[src/rtl/smpte274_src_ctrl.sv]
`default_nettype none
// +--------------------------------------------------------------------------+
// | Module   : smpte274_src_ctrl                                             |
// | Purpose  : Source controller in front of the SMPTE274 timing core.       |
// |            Answers each DATA_RQ_i cycle with a Y/C word taken from an    |
// |            upstream valid/ready stream aligned on s_sof, or from an      |
// |            internal 8-bar pattern. Blanks on underflow or misalignment   |
// |            and changes source only at a vertical-blanking start.         |
// | Ports    : CLK_74M/RST      pixel clock, sync active-low reset           |
// |            EN, cfg_src      enable, source select (0 stream, 1 pattern)  |
// |            DATA_RQ_i        core word request                            |
// |            VSYNC_i          core vertical blanking flag                  |
// |            s_valid/s_sof/s_data_Y/s_data_C/s_ready  upstream stream      |
// |            o_data_Y/o_data_C  registered words to the core               |
// |            o_state          FSM state code                               |
// |            o_err_cnt/o_err  saturating error count, sticky error flag    |
// | Revision : 1.0 - initial release                                         |
// +--------------------------------------------------------------------------+
module smpte274_src_ctrl #(
  parameter int            DW      = 10,
  parameter logic [DW-1:0] BLANK_Y = 10'h040,
  parameter logic [DW-1:0] BLANK_C = 10'h200,
  parameter int            ERR_W   = 16
) (
  input  logic             CLK_74M,
  input  logic             RST,
  input  logic             EN,
  input  logic             cfg_src,
  input  logic             DATA_RQ_i,
  input  logic             VSYNC_i,
  input  logic             s_valid,
  input  logic             s_sof,
  input  logic [DW-1:0]    s_data_Y,
  input  logic [DW-1:0]    s_data_C,
  output logic             s_ready,
  output logic [DW-1:0]    o_data_Y,
  output logic [DW-1:0]    o_data_C,
  output logic [2:0]       o_state,
  output logic [ERR_W-1:0] o_err_cnt,
  output logic             o_err
);

  localparam logic [2:0] c_IDLE     = 3'd0;
  localparam logic [2:0] c_WAIT_SOF = 3'd1;
  localparam logic [2:0] c_ARMED    = 3'd2;
  localparam logic [2:0] c_STREAM   = 3'd3;
  localparam logic [2:0] c_FALLBACK = 3'd4;
  localparam logic [2:0] c_PATTERN  = 3'd5;

  logic [2:0]       r_state;
  logic [2:0]       w_state_nxt;
  logic [2:0]       w_frame_state;
  logic             r_vs_q;
  logic             r_rq_q;
  logic             r_first_pix;
  logic [10:0]      r_pix;
  logic [ERR_W-1:0] r_err_cnt;
  logic             r_err;
  logic [DW-1:0]    r_data_y;
  logic [DW-1:0]    r_data_c;
  logic [DW-1:0]    w_y_nxt;
  logic [DW-1:0]    w_c_nxt;
  logic [DW-1:0]    w_pat_y;
  logic             w_vs_rise;
  logic             w_vs_fall;
  logic             w_in_stream;
  logic             w_sof_ok;
  logic             w_xfer;
  logic             w_err_ev;
  logic             w_ready;

  assign w_vs_rise   = VSYNC_i & ~r_vs_q;
  assign w_vs_fall   = ~VSYNC_i & r_vs_q;
  assign w_in_stream = (r_state == c_STREAM);
  // A word is acceptable only if its SOF flag agrees with "first pixel of frame".
  assign w_sof_ok    = s_valid & (s_sof == r_first_pix);
  assign w_xfer      = w_in_stream & DATA_RQ_i & w_sof_ok;
  // Covers both underflow (no word) and misalignment (SOF flag disagrees).
  assign w_err_ev    = w_in_stream & DATA_RQ_i & ~w_sof_ok;

  // The source is captured straight into the state at each frame start, so
  // the state itself remembers which source is active.
  assign w_frame_state = cfg_src ? c_PATTERN : c_WAIT_SOF;

  always_comb begin
    w_ready = 1'b0;
    case (r_state)
      // Drain anything ahead of the SOF word; hold the SOF word itself.
      c_WAIT_SOF: w_ready = ~(s_valid & s_sof);
      // A misaligned word is left in place for the next realignment.
      c_STREAM:   w_ready = DATA_RQ_i & ~(s_valid & (s_sof != r_first_pix));
      default:    w_ready = 1'b0;
    endcase
  end

  assign s_ready = RST & w_ready;

  always_comb begin
    w_state_nxt = r_state;
    if (!EN) begin
      w_state_nxt = c_IDLE;
    end else begin
      case (r_state)
        c_IDLE:     if (w_vs_rise) w_state_nxt = w_frame_state;
        c_WAIT_SOF: if (s_valid & s_sof) w_state_nxt = c_ARMED;
        c_ARMED:    if (w_vs_fall) w_state_nxt = c_STREAM;
        c_STREAM: begin
          if (w_vs_rise)     w_state_nxt = w_frame_state;
          else if (w_err_ev) w_state_nxt = c_FALLBACK;
        end
        c_FALLBACK: if (w_vs_rise) w_state_nxt = w_frame_state;
        c_PATTERN:  if (w_vs_rise) w_state_nxt = w_frame_state;
        default:    w_state_nxt = c_IDLE;
      endcase
    end
  end

  // 8 colour bars of 256 pixels each.
  always_comb begin
    w_pat_y = BLANK_Y;
    case (r_pix[10:8])
      3'd0:    w_pat_y = DW'(10'd940);
      3'd1:    w_pat_y = DW'(10'd877);
      3'd2:    w_pat_y = DW'(10'd753);
      3'd3:    w_pat_y = DW'(10'd690);
      3'd4:    w_pat_y = DW'(10'd379);
      3'd5:    w_pat_y = DW'(10'd316);
      3'd6:    w_pat_y = DW'(10'd192);
      3'd7:    w_pat_y = DW'(10'd64);
      default: w_pat_y = BLANK_Y;
    endcase
  end

  always_comb begin
    w_y_nxt = BLANK_Y;
    w_c_nxt = BLANK_C;
    if (DATA_RQ_i) begin
      if (w_xfer) begin
        w_y_nxt = s_data_Y;
        w_c_nxt = s_data_C;
      end else if (r_state == c_PATTERN) begin
        w_y_nxt = w_pat_y;
        w_c_nxt = DW'(10'd512);
      end
    end
  end

  always_ff @(posedge CLK_74M) begin
    if (!RST) begin
      r_state     <= c_IDLE;
      r_vs_q      <= 1'b0;
      r_rq_q      <= 1'b0;
      r_first_pix <= 1'b0;
      r_pix       <= '0;
      r_err_cnt   <= '0;
      r_err       <= 1'b0;
      r_data_y    <= BLANK_Y;
      r_data_c    <= BLANK_C;
    end else begin
      r_state  <= w_state_nxt;
      r_vs_q   <= VSYNC_i;
      r_rq_q   <= DATA_RQ_i;
      r_data_y <= w_y_nxt;
      r_data_c <= w_c_nxt;
      // Pixel position within the current request run (one video line).
      if (DATA_RQ_i) begin
        r_pix <= r_pix + 11'd1;
      end else if (r_rq_q) begin
        r_pix <= '0;
      end
      if ((r_state == c_ARMED) && w_vs_fall) begin
        r_first_pix <= 1'b1;
      end else if (w_xfer) begin
        r_first_pix <= 1'b0;
      end
      if (w_err_ev) begin
        r_err <= 1'b1;
        if (r_err_cnt != {ERR_W{1'b1}}) begin
          r_err_cnt <= r_err_cnt + ERR_W'(1);
        end
      end
    end
  end

  assign o_data_Y  = r_data_y;
  assign o_data_C  = r_data_c;
  assign o_state   = r_state;
  assign o_err_cnt = r_err_cnt;
  assign o_err     = r_err;

endmodule
`default_nettype wire

[config.mk]
export PLATFORM = sky130hd
export DESIGN_NAME = smpte274_src_ctrl
export DESIGN_NICKNAME = d
export VERILOG_FILES = /design/src/rtl/smpte274_src_ctrl.sv
export SDC_FILE = /design/constraint.sdc
export NUM_CORES = 1
export LEC_CHECK = 0
export ABC_AREA = 1
export CAP_MARGIN = 10
export CORE_MARGIN = 3
export CORE_UTILIZATION = 49
export DETAILED_ROUTE_END_ITERATION = 8
export PLACE_DENSITY_LB_ADDON = 0.3
export SLEW_MARGIN = 0
export SYNTH_ARGS = -nofsm -noshare
export SYNTH_HDL_FRONTEND = slang
export SYNTH_SLANG_ARGS = --single-unit
[constraint.sdc]
create_clock -name CLK_74M -period 2.7 [get_ports CLK_74M]
set_input_delay 0.81 -clock CLK_74M [delete_from_list [all_inputs] [get_ports CLK_74M]]
set_output_delay 0.81 -clock CLK_74M [all_outputs]
set_load 0.01 [all_outputs]
# == Word level (Yosys, flattened, before mapping) ==
# Memory sizes are Yosys's and may differ from the RTL's. A register that Yosys moved wholly into a read port is not among the register bits.
# Cells that the tools add are included.
# totals
output_inout_bits,41
rom_bits,80
regBits,54
in_bits,28
mem_count,1
elab_cells,65
# mem_list
memory,depth,word_bits,read_ports,rd_clocked_by_memory_dff,wr,line,source
(no name shown),8,10,1,1,0,121,case (r_pix[10:8])
# classes
add_sub_neg,2
n_bitwise,15
n_eq_ne,12
muxes,16
reduce_logical,10
# op_table
cell,count
3-bit two-way mux,8
11-bit two-way mux,2
10-bit two-way mux,2
"16-bit by 1-bit adder with 16-bit output, second input constant",1
"16-bit != test, second input constant",1
3-bit case mux with 4 select lines,1
"11-bit by 1-bit adder with 11-bit output, second input constant",1
1-bit bitwise AND,10
"3-bit by 2-bit == test with 1-bit output, second input constant",2
"3-bit == test, second input constant",2
2-bit AND reduction,3
1-bit inverter,5
"2-bit != test, second input constant",2
4-bit AND reduction,1
2-bit nonzero test,2
"3-bit by 1-bit == test with 1-bit output, second input constant",1
3-bit zero test,1
"3-bit by 2-bit != test with 1-bit output, second input constant",1
3-bit AND reduction,1
3-bit OR reduction,1
1-bit two-way mux,2
"2-bit by 1-bit != test with 1-bit output, second input constant",1
1-bit case mux with 2 select lines,1
1-bit == test,1
2 further kinds,2

# == Depth between registers and ports, before layout ==
# Gate-level depths: netlist (run 1).
# depth
ltp_word,7
mapped_depth,11
mapped_depth_nobuf,11

# == Least setup slack after synthesis (run 1) ==
# No wires, ideal clock.
# synth_timing
path_type,input to output
start,input RST
end,output s_ready
setup_slack_ps,271
arrival_time_ps,1619
stages,4
required_time_ps,1890
path_buffers,2
cell_sequence,inv_1 -> buf_2 -> buf_2 -> a21oi_1
# synth_via
elab_chain_cells,1
# synth_lines
element,line,source
start: declaration,26,"input logic RST,"
1-bit bitwise AND,96,assign s_ready = RST & w_ready;
end: declaration,35,"output logic s_ready,"
# No other way between the ends.

# == Worst setup path in the final report (run 1) ==
# layout_timing
start,input s_valid
end,output s_ready
# layout_via
elab_chain_cells,5
word_cells_on_any_way,7
classes_between,1 x mux; 6 x bitwise
# layout_lines
element,line,source
start: declaration,31,"input logic s_valid,"
1-bit bitwise AND,91,c_STREAM: w_ready = DATA_RQ_i & ~(s_valid & (s_sof != r_first_pix));
1-bit inverter,91,
1-bit bitwise AND,91,
1-bit case mux with 2 select lines *,87,case (r_state)
1-bit bitwise AND *,96,
# Mark *: on every way between the ends. The rest lies on a longest branch, timed or not.

==> reports/qor.yml, run 1 <==
status:
  status: "finished, final reports clean"
route:
  drt-total-wl_um: 6990
  vias_per_cell: 5.01
  avgRoutedWirePerCell_um: 12.3
  ant_nets: 0
  firstDrtPassIters: 4
  vias: 2845
  drc: 0
  drt_iter0_drc: 129
worst_setup_path:
  cp_slowest_stage_delay_ns: 0.45
  cp.required_ns: 1.89
  cp_max_fo: 3
  cp.arrival_ns: 1.79
  cp_num_buf_inv: 2
  crit_path_top_delay_cell: "clkdlybuf4s50_1"
  worstSetupPathType: "in2out"
  cp-start-kind: "input pin"
  path_delay_family: "buffers and inverters"
  end_kind: "output pin"
  cp_cell_sequence: "clkdlybuf4s50_1, nand2_1, nand3_1, a21oi_2, buf_2"
logic_synthesis:
  yosysTopAreaCell: "dfxtp_1"
  synth.most_common_cell: "nand2_1"
  syn_area_per_cell_um2: 7.20
  syn_inst: 407
  synth_edf_count: 0
  synth-seq-area-share: 0.431
  synth_top_area_frac: 0.431
  yosysWarnings: 0
  synth_common_cells: "nand2_1 (128), dfxtp_1 (63), nor2_1 (57), inv_1 (40), nand3_1 (21)"
  synth_cell_types: 35
  synth_area_leaders: "dfxtp_1 (43%), nand2_1 (16%), nor2_1 (7.3%)"
  async_reset_ff_frac: 0
  synthFlopType: "dfxtp_1"
  synth-seq-cells: 63
  syn_area_um2: 2930
  syn_nets: 441
grt:
  grt.total_usage: 0.214
  grt_pass1_vias: 2763
  grt_max_degree: 22
  antenna_found_initial: 0
  grt_pass1_wl_um: 12100
  grt-ovfl-total: 0
clock_tree:
  cts_num_sinks: 63
  clock-root-buffer: "clkbuf_8"
  cts_tree: "done"
  clkSlewWorstSetupHoldPaths_ns: 0.07
  clkLatencyLatePin_ns: 0.34
  htree_num_levels: 3
  clock_path_buffers: 2
  cts_inserted_buffers: 9
floorplanning:
  die_area_um2: 6940
  dieHeight_um: 83.3
  initial_core_util: 0.519
  io_pins: 69
  die_w_um: 83.3
  rows: 27
  coreArea_um2: 5640
placement:
  gp_congestion: 0.879
  hpwl_um: 5170
  dpl_cell_area_um2: 3740
  placement.io_buffers: 68
finish:
  diodes: 0
  area_growth_pct: 34.3
  final_nets: 525
  final_area_um2: 3930
  layout-drive-gt1-share: 0.121
sta:
  fin_skew_ns: 0.00596
  setup_viol: 0
  relSlewSlack: 0.671
  hold_violations: 0
  tns_ns: 0
  period_share: 0.964
  rsz0062_at_grt: "no"
  fmax_mhz: 384
  worst_slew_pin_slew_ns: 0.491
  slew_viol_final: 0
  fin_crit_ns: 2.60
power:
  p_leak_uw: 0.00160
  power_density_nw_per_um2: 481
  peakVddDrop_mv: 0.242
worst_hold_path:
  hold_path.class: "reg2reg"
job:
  drv_cap: 0
cell families after synthesis:
logic type / count (synthesis) / synth area share
xor gates and xnor gates: 6 / 0.0179
DFF: 63 / 0.431
and+or+nand+nor: 237 / 0.355
buffers and inverters: 53 / 0.0782
adders and majority gates: 6 / 0.0256
AOI/OAI and AO/OA: 42 / 0.0927
path summary, 6_finish.rpt:
check / cells past startpoint / startpoint / slack, ns / to
max: 5 / s_valid / 0.1 / s_ready
min: 2 / w_pat_y[9] / 0.47 / o_data_Y[9]
max reg2reg: 8 / o_err_cnt[0] / 0.85 / o_err_cnt[15]
min reg2reg: 2 / w_pat_y[9] / 0.47 / o_data_Y[9]
per-stage QoR:
step / cells / power [uW] / util / hold slack (ns) / setup slack (ns)
finish: 568 / 1890 / 0.697 / 0.467 / 0.0961
global route: 568 / 1950 / 0.697 / 0.488 / 0.0630
CTS: 568 / 1910 / 0.695 / 0.467 / 0.00736
detailed placement: 552 / 1110 / 0.663 / 0.454 / -0.414
global placement: 552 / 1110 / 0.663 / 0.439 / -0.422
floorplan: 407 / 1040 / - / 0.429 / 0.271
flip-flops by register name, indices dropped and copies added, names as in the netlist:
name,flops
o_err,1
o_data_C,10
o_state,3
r_rq_q,1
r_first_pix,1
o_data_Y,10
w_pat_y,9
o_err_cnt,16
r_pix,11
r_vs_q,1
placed cells by master, fill, tap and decap left out, drive strengths merged, types with 6 or more instances in the layout:
master	n
ha	6
clkdlybuf4s50	65
nor3	6
dfxtp	63
a22oi	6
buf	12
a21oi	23
nand3	22
o21ai	10
nand2	132
clkbuf	12
inv	46
nand4	10
nor2	62
power breakdown:
group / switching [uW] / leakage, uW / internal (uW) / total (uW)
logic: 73.5 / 0.000993 / 70.2 / 144
registers: 8.96 / 0.000509 / 937 / 946
clock network: 356 / 0.000100 / 447 / 803
layout make-up:
cell class	count	area, um2
fillers	466	1710
clock buffers	12	145
multi-input cells	291	1440
repair buffers	79	763
well taps	72	90.1
clock inverters	4	45.0
flip-flops and latches	63	1260
inverters	47	185
worst reg2reg max path: cells and delay by family, from the launching register on:
kind                       cells  cell delay (ns)
AOI/OAI and AO/OA              1             0.05
buffers and inverters          1             0.13
and+or+nand+nor                5             0.81
adders and majority gates      1             0.28
DFF                            1             0.46
metal layers:
layer  vias to the layer above  GRT usage  part of all wire  wire length (um)
met4                         0      0.119             0.032               223
li1                       1452          -                 -                 -
met3                        21     0.0496             0.060               416
met2                        96      0.352              0.46              3200
met5                         -          0                 0                 0
met1                      1276      0.255              0.45              3150
timing repair:
action	CTS	global route
endpoints found under the setup margin	1	1
hold buffers	0	0
buffers inserted	0	0
gates resized for setup	4	3
(Power assumes the default switching activity.)
==> run 2: changes to the inputs <==
- ABC_AREA: 1 -> not set
==> run 2 against run 1 <==
Core utilization up 4.5 points. First-iteration DRC count decreased by 9.3%. Critical path depth stayed put. Non-clock buffer count up 15. Maximum frequency fell by 0.53%. Clock skew increased by 0.0029 ns. Wire length shrank 7.6%. Sequential power shrank 0.5%. Area after synthesis decreased by 4.7%. Via count is 13% lower. Cell count fell by 18%. Critical endpoint unchanged. Highest routed layer unchanged.
==> reports/qor.yml, run 2 <==
worst_setup_path:
  cp.arrival_ns: 1.81  # was 1.79 ns
  cp_max_fo: 3  # unchanged
  end_kind: "output pin"  # unchanged
  cp.required_ns: 1.89  # about the same
  worstSetupPathType: "in2out"  # unchanged
  cp-start-kind: "input pin"  # unchanged
logic_synthesis:
  synth_top_family_by_area: "simple AND/OR/NAND/NOR gates"  # unchanged
  async_reset_ff_frac: 0  # unchanged
  synth-seq-area-share: 0.452  # was 0.431
  synth_area_leaders: "dfxtp_1 (45%), nor2_1 (4.0%), mux2i_1 (3.6%)"  # was dfxtp_1 (43%), nand2_1 (16%), nor2_1 (7.3%)
  synth_common_cells: "dfxtp_1 (63), nor2_1 (30), nand2_1 (22), a21oi_1 (16), nand3_1 (14)"  # was nand2_1 (128), dfxtp_1 (63), nor2_1 (57), inv_1 (40), nand3_1 (21)
  yosysWarnings: 0  # unchanged
  syn_area_um2: 2790  # was 2930 um2
  synthFlopType: "dfxtp_1"  # unchanged
  synth_cell_types: 58  # was 35
  synth_top_area_frac: 0.452  # was 0.431
  synth_simple_gate_area_frac: 0.289  # was 0.355
  synth_fa_ha_area_frac: 0.0269  # was 0.0256
  syn_inst: 297  # was 407
  synth_edf_count: 0  # unchanged
  synth_mux_area_frac: 0.0493  # was 0
  yosysTopAreaCell: "dfxtp_1"  # unchanged
  syn_nets: 331  # was 441
  synth_compound_area_frac: 0.127  # was 0.0927
  synth_xor_area_frac: 0.0220  # was 0.0179
  syn_area_per_cell_um2: 9.39  # was 7.20 um2
  synth.most_common_cell: "dfxtp_1"  # was nand2_1
  synth-seq-cells: 63  # unchanged
route:
  drt_iter0_drc: 117  # was 129
  firstDrtPassIters: 4  # unchanged
  wl_met3_um: 360  # was 416 um
  avgRoutedWirePerCell_um: 13.9  # was 12.3 um
  drt-total-wl_um: 6460  # was 6990 um
  vias: 2482  # was 2845
  met1_length_um: 2970  # was 3150 um
  drc: 0  # unchanged
  top_layer: "met4"  # unchanged
  ant_nets: 0  # unchanged
  met2_length_um: 3010  # was 3200 um
  vias_per_cell: 5.33  # was 5.01
floorplanning:
  rows: 26  # was 27
  initial_core_util: 0.526  # was 0.519
  io_pins: 69  # unchanged
  coreArea_um2: 5300  # was 5640 um2
  die_w_um: 81.5  # was 83.3 um
  die_area_um2: 6640  # was 6940 um2
  dieHeight_um: 81.5  # was 83.3 um
sta:
  hold_violations: 0  # unchanged
  setup_viol: 0  # unchanged
  fin_skew_ns: 0.00889  # was 0.00596 ns
  setup_slack_ns: 0.0823  # was 0.0961 ns
  rsz0062_at_grt: "no"  # unchanged
  fin_crit_ns: 2.62  # was 2.60 ns
  tns_ns: 0  # unchanged
  period_share: 0.970  # was 0.964
  fmax_mhz: 382  # was 384 MHz
  worst_slew_pin_slew_ns: 0.441  # was 0.491 ns
  relSlewSlack: 0.704  # was 0.671
  slew_viol_final: 0  # unchanged
power:
  clkPwrFrac: 0.464  # was 0.424
  p_leak_uw: 0.00161  # was 0.00160 uW
  peakVddDrop_mv: 0.330  # was 0.242 mV
  power_uw: 1950  # was 1890 uW
  p_seq_frac: 0.482  # was 0.500
  switchingPower_uw: 437  # was 438 uW
  power_frac_comb: 0.055  # was 0.076
  power_density_nw_per_um2: 496  # was 481 nW/um2
  internal-power_uw: 1520  # was 1450 uW
  swShare: 0.224  # was 0.231
finish:
  final_common_cell: "clkdlybuf4s50_1"  # was nand2_1
  final_cell_mix: "clkdlybuf4s50_1 (65), dfxtp_1 (63), nor2_1 (30), buf_4 (26), nand2_1 (21)"  # was nand2_1 (128), clkdlybuf4s50_1 (65), dfxtp_1 (63), nor2_1 (57), inv_1 (40)
  finalNonFillerCells: 466  # was 568
  utilization: 0.742  # was 0.697
  area_growth_pct: 41.1  # was 34.3%
  layout-drive-gt1-share: 0.177  # was 0.121
  final_nets: 425  # was 525
  largest_register_ffs: 16  # unchanged
  diodes: 0  # unchanged
clock_tree:
  clock_path_buffers: 2  # unchanged
  clkSlewWorstSetupHoldPaths_ns: 0.07  # about the same
  clock-root-buffer: "clkbuf_8"  # unchanged
  htree_num_levels: 3  # unchanged
  cts_tree: "done"  # unchanged
  clkLatencyLatePin_ns: 0.34  # about the same
  cts_num_sinks: 63  # unchanged
  cts_inserted_buffers: 9  # unchanged
grt:
  grt.total_usage: 0.210  # was 0.214
  grt_pass1_wl_um: 10800  # was 12100 um
  grt_max_degree: 29  # was 22
  grt_pass1_vias: 2452  # was 2763
  grt-ovfl-total: 0  # unchanged
  antenna_found_initial: 0  # unchanged
worst_hold_path:
  hold_path.class: "reg2reg"  # unchanged
placement:
  placed_cells: 450  # was 552
  placement.io_buffers: 68  # unchanged
  gp_congestion: 0.833  # was 0.879
  hpwl_um: 4530  # was 5170 um
  post-place-ws_ns: -0.444  # was -0.414 ns
status:
  status: "finished, final reports clean"  # unchanged
job:
  drv_cap: 0  # unchanged
run 2: cell count changes after synthesis, sizes merged, moves of 6 or more:
cell / change
a22oi: -6
inv: -34
and3: +13
mux2i: +10
a22o: +8
nand2b: +9
clkbuf: +6
a21oi: -6
nor2: -30
nand2: -109
nor2b: +6
nor4: +6
run 2: metal layers:
| metal | vias to the layer above | track usage |
|---|---|---|
| met5 | - | 0 |
| met1 | 1131 | 0.264 |
| met2 | 90 | 0.347 |
| met4 | 0 | 0.0828 |
| met3 | 15 | 0.0482 |
| li1 | 1246 | - |
run 2: cell families after synthesis:
kind of cell / count (synthesis)
buf+inv: 23
simple gates: 136
mux: 13
flops: 63
compound gates: 49
fa+ha+maj: 6
xor+xnor: 7
run 2: power groups by stage:
stage               Sequential (uW)  Combinational [uW]  Clock [uW]
finish                          941                 107         905
global route                    941                 117         953
CTS                             940                 106         917
detailed placement              962                 106           0
global placement                962                 104           0
floorplan                       962                41.9           0
run 2: layout make-up:
type,instances,area (um2)
multi-input combinational,211,1450
timing repair buffer,94,872
inverter,12,45.0
clock buffer,9,124
sequential,63,1260
fill,381,1370
tap,70,87.6
clock inverter,7,97.6
run 2: per-stage QoR:
stage,cell area (um2),hold slack (ns)
3_3_place_gp,3710,0.429
5_1_grt,3940,0.477
2_1_floorplan,2790,0.426
4_1_cts,3930,0.461
3_5_place_dp,3710,0.442
6_report,3940,0.458
run 2: what timing repair did:
action | 4_1_cts | 5_1_grt
setup endpoints to repair | 1 | 1
gates resized for setup | 6 | 3
buffers inserted | 0 | 0
pin swaps | 0 | 1
hold buffers | 0 | 0
gates cloned | 0 | 0
run 2: worst max-delay path, cell delays in order:
cell and delay [ns]:
clkdlybuf4s50_1 0.46, nand3b_1 0.10, nand2_1 0.07, a211oi_2 0.21, buf_2 0.16
run 2: path summary, 6_finish.rpt:
| check | from | endpoint | slack (ns) | cells past startpoint |
|---|---|---|---|---|
| worst min register to register | w_pat_y[2] | o_data_Y[2] | 0.46 | 1 |
| worst min-delay path | w_pat_y[2] | o_data_Y[2] | 0.46 | 1 |
| worst max-delay path | s_valid | s_ready | 0.08 | 5 |
| worst max register to register | r_pix[2] | w_pat_y[8] | 0.67 | 6 |
==> run 3: changes to the inputs <==
- CORE_UTILIZATION: 49 -> 44
- clock period: 2.7 -> 2.15 ns (I/O delays scaled with it)
==> run 3 against run 2 <==
Worst hold slack worse by 0.012 ns. Wire length increased by 2.1%. Critical path type is now reg2out. Largest power group unchanged. Critical path depth down 3. Combinational power up 31%. Largest cell class unchanged. Count of clock-buffer cells in the layout did not move. Sequential power up 25%. Flip-flop and latch count unchanged. Global-route usage shrank 1.6 points. Sequential share of layout area shrank 0.37 points. Clock skew down 0.00055 ns. First-iteration DRC count shrank 1.7%. Cell count grew 2.1%.
==> reports/qor.yml, run 3 (same netlist as run 2, synthesis figures left out) <==
status:
  status: "finished, final reports clean"  # unchanged
route:
  vias_per_cell: 5.28  # was 5.33
  firstDrtPassIters: 4  # unchanged
  vias: 2513  # was 2482
  avgRoutedWirePerCell_um: 13.8  # was 13.9 um
  drt_iter0_drc: 115  # was 117
  drc: 0  # unchanged
  drt-total-wl_um: 6590  # was 6460 um
  ant_nets: 0  # unchanged
finish:
  area_growth_pct: 43.0  # was 41.1%
  largest_register_ffs: 16  # unchanged
  final_common_cell: "clkdlybuf4s50_1"  # unchanged
  layout-drive-gt1-share: 0.200  # was 0.177
  final_cell_mix: "clkdlybuf4s50_1 (62), dfxtp_1 (61), nor2_1 (30), buf_4 (30), nand2_1 (21)"  # was clkdlybuf4s50_1 (65), dfxtp_1 (63), nor2_1 (30), buf_4 (26), nand2_1 (21)
  final_area_um2: 3990  # was 3940 um2
  diodes: 0  # unchanged
  finalNonFillerCells: 476  # was 466
  final_nets: 430  # was 425
placement:
  placed_cells: 460  # was 450
  hpwl_um: 4660  # was 4530 um
  gp_congestion: 0.832  # was 0.833
  placement.io_buffers: 68  # unchanged
  dpl_cell_area_um2: 3750  # was 3710 um2
  post-place-ws_ns: -0.650  # was -0.444 ns
sta:
  fin_crit_ns: 2.06
  rsz0062_at_grt: "yes"  # was no
  hold_ws_ns: 0.446  # was 0.458 ns
  hold_violations: 0  # unchanged
  setup_viol: 0  # unchanged
  slew_viol_final: 0  # unchanged
  setup_slack_ns: 0.0910  # was 0.0823 ns
  relSlewSlack: 0.721  # was 0.704
  fin_skew_ns: 0.00834  # was 0.00889 ns
  period_share: 0.958
  fmax_mhz: 486
  worst_slew_pin_slew_ns: 0.415  # was 0.441 ns
worst_setup_path:
  worstSetupPathType: "reg2out"  # was in2out
  reg2reg_depth: 6  # unchanged
  cp_max_fo: 7  # was 3
  crit_path_top_delay_cell: "clkdlybuf4s50_1"  # unchanged
  cp.required_ns: 1.50  # was 1.89 ns
  end_kind: "output pin"  # unchanged
  cp-start-kind: "flop"  # was input pin
  cp_cell_sequence: "buf_4, clkdlybuf4s50_1"  # was clkdlybuf4s50_1, nand3b_1, nand2_1, a211oi_2, buf_2
  cp_slowest_stage_delay_ns: 0.54  # was 0.46 ns
  cp.arrival_ns: 1.41  # was 1.81 ns
grt:
  grt.total_usage: 0.193  # was 0.210
  grt_pass1_wl_um: 11300  # was 10800 um
  grt-ovfl-total: 0  # unchanged
  grt_max_degree: 29  # unchanged
  antenna_found_initial: 0  # unchanged
  grt_pass1_vias: 2488  # was 2452
clock_tree:
  clkLatencyLatePin_ns: 0.35  # was 0.34 ns
  cts_inserted_buffers: 9  # unchanged
  clock_path_buffers: 2  # unchanged
  clkSlewWorstSetupHoldPaths_ns: 0.08  # was 0.07 ns
  htree_num_levels: 3  # unchanged
  cts_num_sinks: 63  # unchanged
  cts_tree: "done"  # unchanged
  clock-root-buffer: "clkbuf_8"  # unchanged
power:
  power_frac_comb: 0.057  # was 0.055
  swShare: 0.230  # was 0.224
  internal-power_uw: 1910  # was 1520 uW
  power_density_nw_per_um2: 621  # was 496 nW/um2
  peakVddDrop_mv: 0.395  # was 0.330 mV
  switchingPower_uw: 569  # was 437 uW
  p_seq_frac: 0.477  # was 0.482
  p_leak_uw: 0.00166  # was 0.00161 uW
  clkPwrFrac: 0.466  # was 0.464
floorplanning:
  coreArea_um2: 6030  # was 5300 um2
  dieHeight_um: 85.6  # was 81.5 um
  die_w_um: 85.6  # was 81.5 um
  rows: 28  # was 26
  io_pins: 69  # unchanged
  initial_core_util: 0.463  # was 0.526
  die_area_um2: 7330  # was 6640 um2
job:
  drv_cap: 0  # unchanged
worst_hold_path:
  holdPathStages: 1  # unchanged
  hold_path.class: "reg2reg"  # unchanged
==> run 3: cell count changes in the layout (fill, tap and decap cells not counted), moves of 2 or more <==
cell             delta
buf_4               +4
clkdlybuf4s50_1     -3
clkinvlp_4          -2
dfxtp_1             -2
dfxtp_2             +2
==> run 3: power by group through the flow <==
stage | combinational [uW] | sequential [uW] | clock, uW
global placement | 138 | 1210 | 0
CTS | 141 | 1180 | 1170
global route | 155 | 1180 | 1230
detailed placement | 140 | 1210 | 0
floorplan | 53.4 | 1210 | 0
finish | 140 | 1180 | 1160
==> run 3: final timing paths <==
path / start / to / slack [ns]
worst max register to register: r_pix[2] / w_pat_y[8] / 0.24
worst min-delay path: w_pat_y[7] / o_data_Y[7] / 0.45
worst max-delay path: o_state[0] / o_state[0] / 0.09
worst min register to register: w_pat_y[7] / o_data_Y[7] / 0.45
==> run 3: routing by layer <==
| layer | track usage | up-vias | share of wire | wire length, um |
|---|---|---|---|---|
| met4 | 0.102 | 0 | 0.016 | 105 |
| met5 | 0 | - | 0 | 0 |
| met3 | 0.0461 | 10 | 0.076 | 502 |
| met2 | 0.308 | 94 | 0.46 | 3010 |
| met1 | 0.242 | 1152 | 0.45 | 2970 |
| li1 | - | 1257 | - | - |
==> run 3: final cells by class <==
cell class	count	area, um2
Fill cell	487	2040
Multi-Input combinational cell	211	1460
Sequential cell	63	1260
Timing Repair Buffer	99	907
Clock buffer	9	124
Clock inverter	7	96.3
Tap cell	75	93.8
Inverter	12	45.0
==> run 3: what timing repair did <==
item / in CTS / in global routing
setup buffers: 0 / 0
endpoints found under the hold margin: 0 / 0
pin swaps: 1 / 3
resized for setup: 11 / 9
hold buffers: 0 / 0
endpoints found under the setup margin: 7 / 5
==> run 3: through the flow <==
step | power [uW] | setup TNS [ns] | utilization
4_1_cts | 2490 | 0 | 0.660
5_1_grt | 2570 | -0.00148 | 0.662
3_3_place_gp | 1340 | -8.28 | 0.623
2_1_floorplan | 1260 | 0 | -
6_report | 2480 | 0 | 0.662
3_5_place_dp | 1350 | -10.45 | 0.623
==> run 3: critical path: cells and delay by family, from the launching register on <==
kind,cells,cell delay [ns]
buffers and inverters,2,0.69
DFF,1,0.37
